`config.mk`:
```
export PLATFORM = sky130hd
export DESIGN_NAME = transparency_blend_pipeline
export DESIGN_NICKNAME = d
export VERILOG_FILES = /design/src/rtl/transparency_blend_pipeline.sv
export SDC_FILE = /design/constraint.sdc
export NUM_CORES = 1
export LEC_CHECK = 0
export ABC_AREA = 1
export ABC_CLOCK_PERIOD_IN_PS = 4700
export CAP_MARGIN = 10
export CORE_MARGIN = 5
export CORE_UTILIZATION = 45
export CTS_BUF_LIST = sky130_fd_sc_hd__clkbuf_2
export DETAILED_ROUTE_END_ITERATION = 10
export PLACE_DENSITY = 0.79
export REMOVE_ABC_BUFFERS = 1
export SLEW_MARGIN = 20
export SYNTH_ARGS = -nofsm -noshare
export SYNTH_HDL_FRONTEND = slang
export SYNTH_SLANG_ARGS = --single-unit
```
`constraint.sdc`:
```
create_clock -name clk -period 4.7 [get_ports clk]
set_clock_uncertainty 0.05 [all_clocks]
set_input_delay 0.94 -clock clk [delete_from_list [all_inputs] [get_ports clk]]
set_output_delay 0.94 -clock clk [all_outputs]
set_load 0.01 [all_outputs]
```
`src/rtl/transparency_blend_pipeline.sv`:
```
// Pipelined multi-channel alpha blender with a frame-rate fade engine.
// Stage 1 forms per-channel weighted products, and stage 2 rounds and sums them.
// Pass-through and chroma-key modes are folded into the blend. They force the
// effective proportion to 0 or 2^P, and the end-points of the blend are exact.
module transparency_blend_pipeline #(
  parameter int CHANNEL_WIDTH          = 8,
  parameter int CHANNEL_COUNT          = 3,
  parameter int TRANSPARENCY_PRECISION = 4,
  parameter int FADE_DIV_LOG2          = 0
) (
  input  logic                                   clk,
  input  logic                                   rst_n,
  input  logic                                   pixel_valid_in,
  input  logic [CHANNEL_COUNT*CHANNEL_WIDTH-1:0] src_a_in,
  input  logic [CHANNEL_COUNT*CHANNEL_WIDTH-1:0] src_b_in,
  input  logic [1:0]                             mode_in,
  input  logic [CHANNEL_COUNT*CHANNEL_WIDTH-1:0] key_colour,
  input  logic                                   frame_tick,
  input  logic [TRANSPARENCY_PRECISION:0]        alpha_target,
  input  logic                                   alpha_load,
  input  logic                                   fade_start,
  output logic                                   pixel_valid_out,
  output logic [CHANNEL_COUNT*CHANNEL_WIDTH-1:0] pixel_out,
  output logic [TRANSPARENCY_PRECISION:0]        alpha_current,
  output logic                                   fading,
  output logic                                   fade_done
);

  localparam int W     = CHANNEL_WIDTH;
  localparam int C     = CHANNEL_COUNT;
  localparam int P     = TRANSPARENCY_PRECISION;
  localparam int PW    = P + 1;
  localparam int SW    = W + P + 1;
  localparam int DIV_W = FADE_DIV_LOG2 + 1;

  localparam logic [PW-1:0]    ALPHA_MAX = PW'(1) << P;
  localparam logic [SW-1:0]    ROUND     = SW'(1) << (P - 1);
  localparam logic [DIV_W-1:0] DIV_LAST  = DIV_W'((1 << FADE_DIV_LOG2) - 1);

  typedef enum logic {
    S_IDLE,
    S_FADING
  } fade_state_e;

  // Fade engine state
  fade_state_e      state_q;
  logic [PW-1:0]    alpha_q;
  logic [PW-1:0]    target_q;
  logic [DIV_W-1:0] div_q;
  logic             fade_done_q;

  // Pipeline state
  logic [C-1:0][SW-1:0] prod_a_d, prod_a_q;
  logic [C-1:0][SW-1:0] prod_b_d, prod_b_q;
  logic                 s1_valid_q;
  logic [C*W-1:0]       pixel_d, pixel_q;
  logic                 s2_valid_q;

  logic [PW-1:0] eff_alpha;
  logic [PW-1:0] inv_alpha;
  logic          key_match;
  logic [PW-1:0] target_clamped;
  logic [PW-1:0] alpha_step;

  assign key_match      = (src_b_in == key_colour);
  assign target_clamped = (alpha_target > ALPHA_MAX) ? ALPHA_MAX : alpha_target;
  assign alpha_step     = (target_q > alpha_q) ? alpha_q + PW'(1) : alpha_q - PW'(1);
  assign inv_alpha      = ALPHA_MAX - eff_alpha;

  // Mode selection. A pass-through value is a blend at an end-point proportion.
  always_comb begin
    // NOTE: default assignment first so no path through the case leaves eff_alpha unassigned (no latch).
    eff_alpha = alpha_q;
    case (mode_in)
      2'b01:   eff_alpha = ALPHA_MAX;
      2'b10:   eff_alpha = '0;
      2'b11:   eff_alpha = key_match ? ALPHA_MAX : '0;
      default: eff_alpha = alpha_q;
    endcase
  end

  // Per-channel weighted products for stage 1
  always_comb begin
    prod_a_d = '0;
    prod_b_d = '0;
    for (int c = 0; c < C; c++) begin
      prod_a_d[c] = SW'(eff_alpha) * SW'(src_a_in[c*W +: W]);
      prod_b_d[c] = SW'(inv_alpha) * SW'(src_b_in[c*W +: W]);
    end
  end

  // Rounded sum for stage 2. The result never exceeds 2^W-1, so truncating is safe.
  always_comb begin
    pixel_d = '0;
    for (int c = 0; c < C; c++) begin
      pixel_d[c*W +: W] = W'((prod_a_q[c] + prod_b_q[c] + ROUND) >> P);
    end
  end

  // Two-stage datapath registers. In-flight pixels are discarded on reset.
  always_ff @(posedge clk or negedge rst_n) begin
    if (!rst_n) begin
      prod_a_q   <= '0;
      prod_b_q   <= '0;
      s1_valid_q <= 1'b0;
      pixel_q    <= '0;
      s2_valid_q <= 1'b0;
    end else begin
      // NOTE: non-blocking assignments so every stage samples the previous stage's old value.
      prod_a_q   <= prod_a_d;
      prod_b_q   <= prod_b_d;
      s1_valid_q <= pixel_valid_in;
      pixel_q    <= pixel_d;
      s2_valid_q <= s1_valid_q;
    end
  end

  // Fade FSM. Priority is alpha_load, then fade_start, then frame_tick.
  always_ff @(posedge clk or negedge rst_n) begin
    if (!rst_n) begin
      state_q     <= S_IDLE;
      alpha_q     <= '0;
      target_q    <= '0;
      div_q       <= '0;
      fade_done_q <= 1'b0;
    end else begin
      fade_done_q <= 1'b0;
      if (alpha_load) begin
        alpha_q <= target_clamped;
        div_q   <= '0;
        state_q <= S_IDLE;
      end else if (fade_start) begin
        target_q <= target_clamped;
        div_q    <= '0;
        if (target_clamped == alpha_q) begin
          state_q     <= S_IDLE;
          fade_done_q <= 1'b1;
        end else begin
          state_q <= S_FADING;
        end
      end else if (state_q == S_FADING && frame_tick) begin
        if (div_q == DIV_LAST) begin
          div_q   <= '0;
          alpha_q <= alpha_step;
          if (alpha_step == target_q) begin
            state_q     <= S_IDLE;
            fade_done_q <= 1'b1;
          end
        end else begin
          div_q <= div_q + DIV_W'(1);
        end
      end
    end
  end

  assign pixel_out       = pixel_q;
  assign pixel_valid_out = s2_valid_q;
  assign alpha_current   = alpha_q;
  assign fading          = (state_q == S_FADING);
  assign fade_done       = fade_done_q;

endmodule
```
==> summary.md, run 1 <==
| Metric | Value |
|---|---|
| Max-cap violations | `0` |
| Clock root buffer | `clkbuf_2` |
| Post-detail-place hpwl | `approximately 26,000 µm` |
| Routed Antenna Nets | `0` |
| Seq/Total Area, Yosys | `between 20 and 25%` |
| Multi-input logic area | `between 8000 and 9000 µm²` |
| Yosys warning total | `0` |
| Cts hold-fix bufs | `0` |
| FILL cells | `approximately 2,200` |
| Core region area | `~27,000 µm²` |
| Port bufs | `116` |
| Number of global-route vias before repair | `approximately 11,000` |
| Beginning of the critical path | `src_b_in[7]` |
| Primary FF master, synth | `dfrtp_1` |
| RR Endpoint | `prod_b_q[24]` |
| Post-Syn Area | `roughly 12,000 µm²` |
| Num CTS Buffers | `9` |
| Clk_lat worst skew | `slightly below 700 ps` |
| Final WL | `~32,000 µm` |
| Post-synth cell types | `38` |
| GRT overflow | `0` |
| Critical path data arrival time | `between 5000 and 6000 ps` |
| Nets | `roughly 2,200` |
| Post-route design area | `between 15,000 and 20,000 µm²` |
| Asr flop ratio synth | `100.0%` |
| Largest net degree at the start of global routing | `42` |
| CTS sink cnt | `110` |
| M2 GR Usage | `37.41%` |
| Drt first pass iters | `8` |
| Worst-path clk slew | `~360 ps` |
| WS Path Type | `input port to flop` |
| Die height | `~180 µm` |
| Post-synth top area cell | `dfrtp_1` |
| Post-synth top cells | `314 x inv_1, 286 x nand2_1, 193 x nor2_1, 186 x ha_1, 110 x dfrtp_1` |
| First-pass GRT wire length | `roughly 53,000 µm` |
| Total track usage | `21.19%` |
| Yosys top cell area share | `22.39%` |
| Worst min-delay path class | `input port to asynchronous set/reset pin` |
| Initial Util | `45.62%` |
| Failing checks | `DRC` |
| Die area | `~30,000 µm²` |
| Met3 Usage GRT | `between 3 and 4%` |
| Final critical-path share of the clock period | `just under 100%` |
| Critical path endpoint | `prod_a_q[10]` |
| Unrepaired setup endpoints after global routing | `true` |
| Peak supply drop | `139.9 µV` |
| CTS tree | `done` |
| Slew Viols, Final | `0` |
| Sequential cell area | `2753 µm²` |
| Final setup violation count | `0` |
| Starting DRT DRC Count | `approximately 630` |
| Final hold slack | `about 110 ps` |
| Final Hold Vio Count | `0` |
| Fmax | `around 220 MHz` |
| Most common cell in the netlist | `inv_1` |
| Initial antenna violation count | `1` |
| Register bit total from synthesis | `110` |
| DRC viols | `1` |
| Reg2Reg Depth | `22` |
| Share of cells above drive strength 1 | `between 10% and 20%` |
| Max FO, Critical Path | `6` |
| FP Rows | `60` |
| CP Launch Type | `input port` |
| Mapped Cells | `~1,500` |
| Fin crit period | `around 4600 ps` |
| Busiest grt layer | `met2` |
| Area contributors post-synth | `dfrtp_1 22%, ha_1 19%, fa_1 17%, inv_1 9.6%, nand2_1 8.7%` |
| Wire length per cell | `around 15 µm` |
| Net Sw Frac | `about two fifths` |
| H-tree depth | `3` |
| CP Data Required Time | `5200 ps` |
| EDFF count, synth | `0` |
| Syn Area/Cell | `between 8 and 9 µm²` |
| Sequential Power Share | `27.2%` |
| Met1 usage | `between 20 and 30%` |
| Comb pwr share | `between 60% and 70%` |
| Slew at the pin closest to its max-slew limit | `approximately 500 ps` |
| Status | `finished, violations left` |
| FF-to-FF Start | `alpha_current[3]` |
| Int Pwr | `approximately 0.0028 W` |
| Clock buffer depth | `2` |
| I/O Pins | `around 120` |
| Leakage power | `slightly above 9 nW` |
| Setup tns final | `0 ps` |
| Flop-to-flop setup slack | `a little over 300 ps` |
| Routed vias/inst | `4.940` |
| Net Sw Power | `slightly above 0.002 W` |
| Chip width | `~180 µm` |
| PwrDens | `~300 nW/µm²` |
| Area growth syn-to-layout | `30.60%` |
| Post-layout power | `0.004893 W` |
| Clock share of power | `10.1%` |
| Area of placed instances | `roughly 15,000 µm²` |
| GP Congestion | `between 0.9 and 1` |
| Setup crit end kind | `flop` |
| Core Util, Final | `about three fifths` |
| DR vias | `10,790` |
| Slew headroom | `about two thirds` |
sequential cells by signal, indices dropped and copies added (netlist names):
signal,flops
alpha_current,5
fade_done,1
fading,1
pixel_out,24
pixel_valid_out,1
prod_a_q,36
prod_b_q,36
s1_valid_q,1
target_q,5
worst min-delay path by stage:
stage / startpoint / endpoint / slack [ps]
floorplan: s1_valid_q / pixel_valid_out / 280
detailed placement: s1_valid_q / pixel_valid_out / 290
global route: rst_n / pixel_out[12] / 100
CTS: rst_n / pixel_out[12] / 80
global placement: s1_valid_q / pixel_valid_out / 280
finish: rst_n / alpha_current[0] / 110
metal layers:
layer	wire length [µm]	up-vias	part of all wire, %
met3	1779	36	5.6
li1	-	5301	-
met2	15780	277	50
met5	0	-	0
met1	13690	5176	43
met4	622	0	2.0
metrics by stage:
stage | instances | setup WS, ps
2_1_floorplan | 1496 | -1942
3_3_place_gp | 2150 | -1035
3_5_place_dp | 2150 | -1094
4_1_cts | 2176 | -13.57
5_1_grt | 2184 | -66.76
6_report | 2184 | 126.8
power by group through the flow:
stage | Clock (W) | Combinational [W] | Sequential (W)
4_1_cts | 0.000506 | 0.00301 | 0.00134
6_report | 0.000495 | 0.00307 | 0.00133
2_1_floorplan | 0 | 0.00170 | 0.00139
3_5_place_dp | 0 | 0.00291 | 0.00136
3_3_place_gp | 0 | 0.00281 | 0.00135
5_1_grt | 0.000545 | 0.00344 | 0.00136
layout by cell type, fill, tap and decap left out, drive strengths merged, types with 20 or more instances in the layout:
master | synthesis | layout
a21oi | 62 | 62
buf | 10 | 215
clkdlybuf4s50 | 0 | 65
dfrtp | 110 | 110
dlymetal6s2s | 0 | 37
fa | 103 | 103
ha | 186 | 186
inv | 322 | 325
nand2 | 290 | 290
nand3 | 46 | 46
nor2 | 195 | 195
o21ai | 20 | 20
xnor2 | 36 | 36
xor2 | 64 | 64
critical path, cell delays in order:
cell,delay [ps]
dlygate4sd2_1,260
xnor2_1,190
buf_4,150
nand2_1,70
nor2_1,90
nand2_1,50
nor2_1,110
nand2_2,100
nand2_4,110
inv_2,80
buf_6,140
nor2_2,90
fa_1,410
inv_1,80
fa_1,430
fa_1,500
inv_1,60
ha_4,230
a21oi_2,110
nand2_1,70
nand2_1,80
nand2_2,60
a21oi_2,150
nor2_1,50
nor2_1,110
nor2_1,50
nor2_1,120
xor2_1,190
layout make-up:
type | count | share of cell area, %
diodes | 1 | 0.01558
well taps | 341 | 2.657
repair buffers | 330 | 18.02
clock inverters | 7 | 0.5533
inverters | 322 | 7.543
flip-flops and latches | 110 | 17.14
multi-input cells | 1064 | 53.78
clock buffers | 9 | 0.2805
repair_timing:
item                       CTS  global route
setup endpoints to repair   30            31
pin swaps                   20            43
setup buffers               10             7
gates resized for setup     59           104
gates cloned                 0             0
logic make-up after synthesis:
family	share of synthesized area [%]
xor gates and xnor gates	7.277
buffers and inverters	10.69
and+or+nand+nor	18.09
adders and majority gates	35.70
DFF	22.39
AOI/OAI and AO/OA	5.852
(Power assumes the default switching activity.)
==> inputs of run 2 (changes only) <==
--- a/config.mk
+++ b/config.mk
@@ -8,6 +8,7 @@
 export ABC_AREA = 1
 export ABC_CLOCK_PERIOD_IN_PS = 4700
 export CAP_MARGIN = 10
+export CORE_ASPECT_RATIO = 1.25
 export CORE_MARGIN = 5
 export CORE_UTILIZATION = 45
 export CTS_BUF_LIST = sky130_fd_sc_hd__clkbuf_2
==> summary.md, run 2 (synthesis results as in run 1) <==
| Metric | Value |
|---|---|
| Status | `completed` |
| Fmax | `221.7 MHz` |
| PwrDens | `just over 300 nW/µm²` |
| DR vias | `between 10,000 and 15,000` |
| Unrepaired setup endpoints after global routing | `false` |
| Most common cell after layout, fill and taps aside | `inv_1` |
| Final Hold Vio Count | `0` |
| Most frequent cells in the layout | `301 x inv_1, 279 x nand2_1, 201 x buf_4, 179 x nor2_1, 173 x ha_1` |
| FF-to-FF Start | `alpha_current[1]` |
| Buf/Inv on CP | `7` |
| Post-detail-place hpwl | `approximately 27,000 µm` |
| FP Rows | `67` |
| Clock share of power | `around 9%` |
| Reg2Reg Depth | `21` |
| Leakage power | `approximately 9.3 nW` |
| Wire length per cell | `14.69 µm` |
| Flop-to-flop setup slack | `~240 ps` |
| Busiest grt layer | `met2` |
| Levels on crit path | `23` |
| Final hold slack | `~62 ps` |
| CP Launch Type | `input port` |
| Slowest CP cell | `fa_1` |
| CTS sink cnt | `110` |
| First-pass GRT wire length | `between 50,000 and 60,000 µm` |
| CP Data Required Time | `~5300 ps` |
| Clk_lat worst skew | `roughly 720 ps` |
| Nets | `approximately 2,200` |
| Final setup violation count | `0` |
| Max FO, Critical Path | `6` |
| Setup tns final | `0 ps` |
| Met1 usage | `between 20 and 30%` |
| I/O Pins | `approximately 120` |
| Met3 Usage GRT | `between 4 and 5%` |
| Area of placed instances | `15,300 µm²` |
| Slew headroom | `67.25%` |
| RR Endpoint | `prod_b_q[24]` |
| Peak supply drop | `between 100 and 150 µV` |
| Worst-path clk slew | `360 ps` |
| Starting DRT DRC Count | `545` |
| Slew at the pin closest to its max-slew limit | `slightly below 500 ps` |
| Worst path top cell family by delay | `adder cells` |
| Initial Util | `a little under half` |
| DRC viols | `0` |
| Fin crit period | `4510 ps` |
| GRT overflow | `0` |
| Critical path data arrival time | `5090 ps` |
| Number of global-route vias before repair | `approximately 11,000` |
| Cts hold-fix bufs | `0` |
| Worst min-delay path class | `input port to asynchronous set/reset pin` |
| Worst-path cell chain | `dlygate4sd2_1 > nor2_1 > inv_2 > nor2_4 > inv_1 > ha_2 > or2_4 > nand2_4 > buf_6 > buf_4 > nor2_1 > fa_1 > fa_1 > inv_1 > fa_1 > inv_1 > ha_1 > nand2_1 > nor2_2 > nand3_1 > o2111ai_1 > xnor2_1 > xor2_1` |
| Post-route design area | `15,910 µm²` |
| Sequential Power Share | `between 20% and 30%` |
| M2 GR Usage | `around 37%` |
| Comb pwr share | `63.7%` |
| Drt first pass iters | `5` |
| Core region area | `26,910 µm²` |
| Final WL | `between 30,000 and 40,000 µm` |
| Clock root buffer | `clkbuf_2` |
| Share of cells above drive strength 1 | `between 15 and 20%` |
| Die area | `30,750 µm²` |
| Initial antenna violation count | `3` |
| Die height | `approximately 190 µm` |
| Setup crit end kind | `flop` |
| Slew Viols, Final | `0` |
| Max-cap violations | `0` |
| Net Sw Power | `between 0.002 and 0.0025 W` |
| Post-layout power | `just under 0.005 W` |
| Routed Antenna Nets | `0` |
| CP max stage delay | `490 ps` |
| Largest net degree at the start of global routing | `39` |
| WS Path Type | `input port to flop` |
| CTS tree | `done` |
| Num CTS Buffers | `9` |
| Total track usage | `21.42%` |
| Clock buffer depth | `2` |
| H-tree depth | `3` |
| Port bufs | `116` |
| Net Sw Frac | `a little over two fifths` |
| Area growth syn-to-layout | `29.43%` |
| Final critical-path share of the clock period | `a little over nine tenths` |
| Routed vias/inst | `4.994` |
| Int Pwr | `between 0.002 and 0.003 W` |
| Chip width | `~160 µm` |
| GP Congestion | `around 0.97` |
## run 2: changes by cell type in the layout (fill, tap and decap cells not counted), moves of 4 or more
| cell | before | now |
|---|---|---|
| nand2_1 | 274 | 279 |
| dlygate4sd2_1 | 8 | 1 |
| nand3_2 | 6 | 2 |
| clkbuf_2 | 13 | 21 |
| nand2_2 | 11 | 6 |
## run 2: per-stage QoR
stage	setup WS (ps)	utilization (%)	instances
after CTS	-16.03	57.84	2172
final	190.1	59.13	2185
after global routing	10.07	59.13	2185
after floorplan	-1942	-	1496
after detailed placement	-1049	56.86	2156
after global placement	-1021	56.86	2156
## run 2: power by group through the flow
| stage | Clock, W | Sequential [W] | Combinational [W] |
|---|---|---|---|
| 6_report | 0.000441 | 0.00133 | 0.00310 |
| 5_1_grt | 0.000494 | 0.00135 | 0.00347 |
| 4_1_cts | 0.000456 | 0.00133 | 0.00302 |
| 3_5_place_dp | 0 | 0.00135 | 0.00293 |
| 3_3_place_gp | 0 | 0.00134 | 0.00283 |
| 2_1_floorplan | 0 | 0.00139 | 0.00170 |
## run 2: worst max path at each step
stage,slack (ps),endpoint,startpoint
floorplan,-1940,prod_b_q[9],mode_in[0]
global placement,-1020,prod_b_q[24],mode_in[0]
global route,10,prod_a_q[10],mode_in[0]
finish,190,prod_b_q[24],mode_in[1]
detailed placement,-1050,prod_b_q[24],mode_in[0]
CTS,-20,prod_a_q[10],src_b_in[12]
## run 2: worst reg2reg max path, stage by stage, from the launching register on
cell	delay, ps
dfrtp_1	500
inv_1	150
nor2_4	150
inv_2	50
ha_2	180
or2_4	260
nand2_4	100
buf_6	130
buf_4	120
nor2_1	50
fa_1	490
fa_1	490
inv_1	50
fa_1	470
inv_1	40
ha_1	330
nand2_1	100
nor2_2	130
nand3_1	90
o2111ai_1	110
xnor2_1	160
xor2_1	210
## run 2: layer usage
metal | part of all wire [%] | wire (µm) | vias to the layer above
li1 | - | - | 5304
met1 | 40 | 12810 | 5190
met2 | 50 | 15980 | 329
met3 | 6.7 | 2137 | 86
met4 | 3.6 | 1168 | 2
met5 | 0.040 | 13 | -
## run 2: area by class of cell
class                           instances  area, µm²
Fill cell                            2211      11000
Multi-Input combinational cell       1064       8578
Timing Repair Buffer                  326       2830
Sequential cell                       110       2753
Inverter                              322       1209
Tap cell                              345      431.7
Clock inverter                          6      56.30
Clock buffer                           10      50.05
Antenna cell                            2      5.005
## run 2: what timing repair did
item / in CTS / in global routing
hold endpoints to repair: 0 / 0
buffers inserted: 0 / 11
gates resized for setup: 45 / 120
pin swaps: 17 / 49
setup endpoints to repair: 27 / 30
==> inputs of run 3 (changes only) <==
--- a/config.mk
+++ b/config.mk
@@ -8,12 +8,14 @@
 export ABC_AREA = 1
 export ABC_CLOCK_PERIOD_IN_PS = 4700
 export CAP_MARGIN = 10
+export CELL_PAD_IN_SITES_DETAIL_PLACEMENT = 1
+export CELL_PAD_IN_SITES_GLOBAL_PLACEMENT = 1
 export CORE_ASPECT_RATIO = 1.25
 export CORE_MARGIN = 5
-export CORE_UTILIZATION = 45
+export CORE_UTILIZATION = 25
 export CTS_BUF_LIST = sky130_fd_sc_hd__clkbuf_2
 export DETAILED_ROUTE_END_ITERATION = 10
-export PLACE_DENSITY = 0.79
+export PLACE_DENSITY = 0.64
 export REMOVE_ABC_BUFFERS = 1
 export SLEW_MARGIN = 20
 export SYNTH_ARGS = -nofsm -noshare
==> summary.md, run 3 (synthesis results as in run 1) <==
| Metric | Value |
|---|---|
| Clk_lat worst skew | `~800 ps` |
| GRT overflow | `0` |
| Die area | `about 54,000 µm²` |
| Largest net degree at the start of global routing | `41` |
| Leakage power | `9.384 nW` |
| Worst-path clk slew | `300 ps` |
| DRC viols | `0` |
| WS Path Type | `input port to flop` |
| Flop-to-flop setup slack | `190 ps` |
| PwrDens | `roughly 300 nW/µm²` |
| Share of cells above drive strength 1 | `approximately 20%` |
| CP Data Required Time | `approximately 5400 ps` |
| Max FO, Critical Path | `5` |
| CTS tree | `done` |
| Die height | `between 200 and 300 µm` |
| Fin crit period | `4532 ps` |
| FILL cells | `5,806` |
| Clock buffer depth | `2` |
| Post-detail-place hpwl | `33,230 µm` |
| Final critical-path share of the clock period | `a little over nine tenths` |
| Initial Util | `~25%` |
| H-tree depth | `3` |
| I/O Pins | `117` |
| Critical path data arrival time | `~5200 ps` |
| Max-cap violations | `0` |
| Slew headroom | `about two thirds` |
| Slowest CP cell | `fa_1` |
| GP Congestion | `between 0.8 and 0.9` |
| CP Launch Type | `input port` |
| Area growth syn-to-layout | `34.52%` |
| Most frequent cells in the layout | `298 x inv_1, 274 x nand2_1, 226 x buf_4, 175 x nor2_1, 173 x ha_1` |
| Setup tns final | `0 ps` |
| Slew at the pin closest to its max-slew limit | `528.1 ps` |
| Drt first pass iters | `4` |
| Slew Viols, Final | `0` |
| Routed vias/inst | `~4.4` |
| First-pass GRT wire length | `62,350 µm` |
| DR vias | `between 10,000 and 15,000` |
| CTS sink cnt | `110` |
| Num CTS Buffers | `9` |
| Worst min-delay path class | `flop to flop` |
| Core region area | `roughly 49,000 µm²` |
| CP max stage delay | `530 ps` |
| Total track usage | `roughly 14%` |
| Clock root buffer | `clkbuf_2` |
| Initial antenna violation count | `6` |
| Final setup violation count | `0` |
| Wire length per cell | `approximately 16 µm` |
| Final hold slack | `between 300 and 400 ps` |
| FP Rows | `90` |
| Status | `completed` |
| Setup crit end kind | `flop` |
| Routed Antenna Nets | `0` |
| Fmax | `220.7 MHz` |
| Final Hold Vio Count | `0` |
| Nets | `between 2,000 and 2,500` |
| Most common cell after layout, fill and taps aside | `inv_1` |
| Starting DRT DRC Count | `349` |
| Core Util, Final | `34.08%` |
| Port bufs | `about 120` |
| Number of global-route vias before repair | `12,420` |
| Chip width | `208.3 µm` |
| Peak supply drop | `around 110 µV` |
| Final WL | `about 39,000 µm` |
==> run 3: cell types whose count changed in the layout (fill, tap and decap cells not counted), sizes merged, moves of 6 or more <==
cell          delta
dlymetal6s2s     -7
diode            +6
clkbuf          +10
buf             +24
==> run 3: where the power goes <==
part | switching [W] | internal [W] | total [W]
Sequential | 0.000107 | 0.00124 | 0.00134
Combinational | 0.00169 | 0.00151 | 0.00320
Clock | 0.000363 | 0.0000806 | 0.000443
Total | 0.00216 | 0.00283 | 0.00499
==> run 3: through the flow <==
stage | power [W] | setup WS [ps] | instance area (µm²) | std cells
2_1_floorplan | 0.003096 | -1942 | 12190 | 1496
3_3_place_gp | 0.004327 | -1461 | 15860 | 2480
3_5_place_dp | 0.004441 | -1573 | 15860 | 2480
4_1_cts | 0.005013 | -68.63 | 16220 | 2499
5_1_grt | 0.005465 | -52.27 | 16530 | 2513
6_report | 0.004988 | 168.0 | 16540 | 2515
==> run 3: cell type report <==
class / instances / area [µm²] / area share (%)
repair buffers: 351 / 2974 / 17.98
flip-flops and latches: 110 / 2754 / 16.65
well taps: 644 / 805.8 / 4.872
clock buffers: 11 / 55.05 / 0.3329
diodes: 8 / 20.02 / 0.1210
clock inverters: 5 / 41.29 / 0.2497
inverters: 322 / 1214 / 7.338
multi-input cells: 1064 / 8675 / 52.45
==> run 3: final timing paths <==
path                             startpoint              end  cells past startpoint
max reg2reg                alpha_current[1]     prod_b_q[36]                     24
min in group asynchronous             rst_n     prod_a_q[37]                      2
max                            src_b_in[23]     prod_b_q[36]                     30
min                              s1_valid_q  pixel_valid_out                      0
max in group asynchronous             rst_n     prod_b_q[22]                      3
min reg2reg                      s1_valid_q  pixel_valid_out                      0
==> run 3: critical path, delay by kind of cell <==
| kind | cells | cell delay (ps) |
|---|---|---|
| compound gates | 2 | 290 |
| buf+inv | 6 | 540 |
| fa+ha+maj | 4 | 1770 |
| simple gates | 17 | 1490 |
| xor+xnor | 1 | 140 |
==> run 3: per-layer routing <==
metal	global-route usage [%]	vias up	share of wire (%)
li1	-	5340	-
met1	16.82	5484	41
met2	26.76	166	52
met3	2.392	52	4.1
met4	4.946	0	3.1
met5	0	-	0
==> run 3: repair_timing <==
item | CTS | global route
hold endpoints to repair | 4 | 0
buffers inserted | 2 | 9
hold buffers | 1 | 0
pin swaps | 23 | 35
resized for setup | 73 | 137
gates cloned | 0 | 0
setup endpoints to repair | 37 | 30
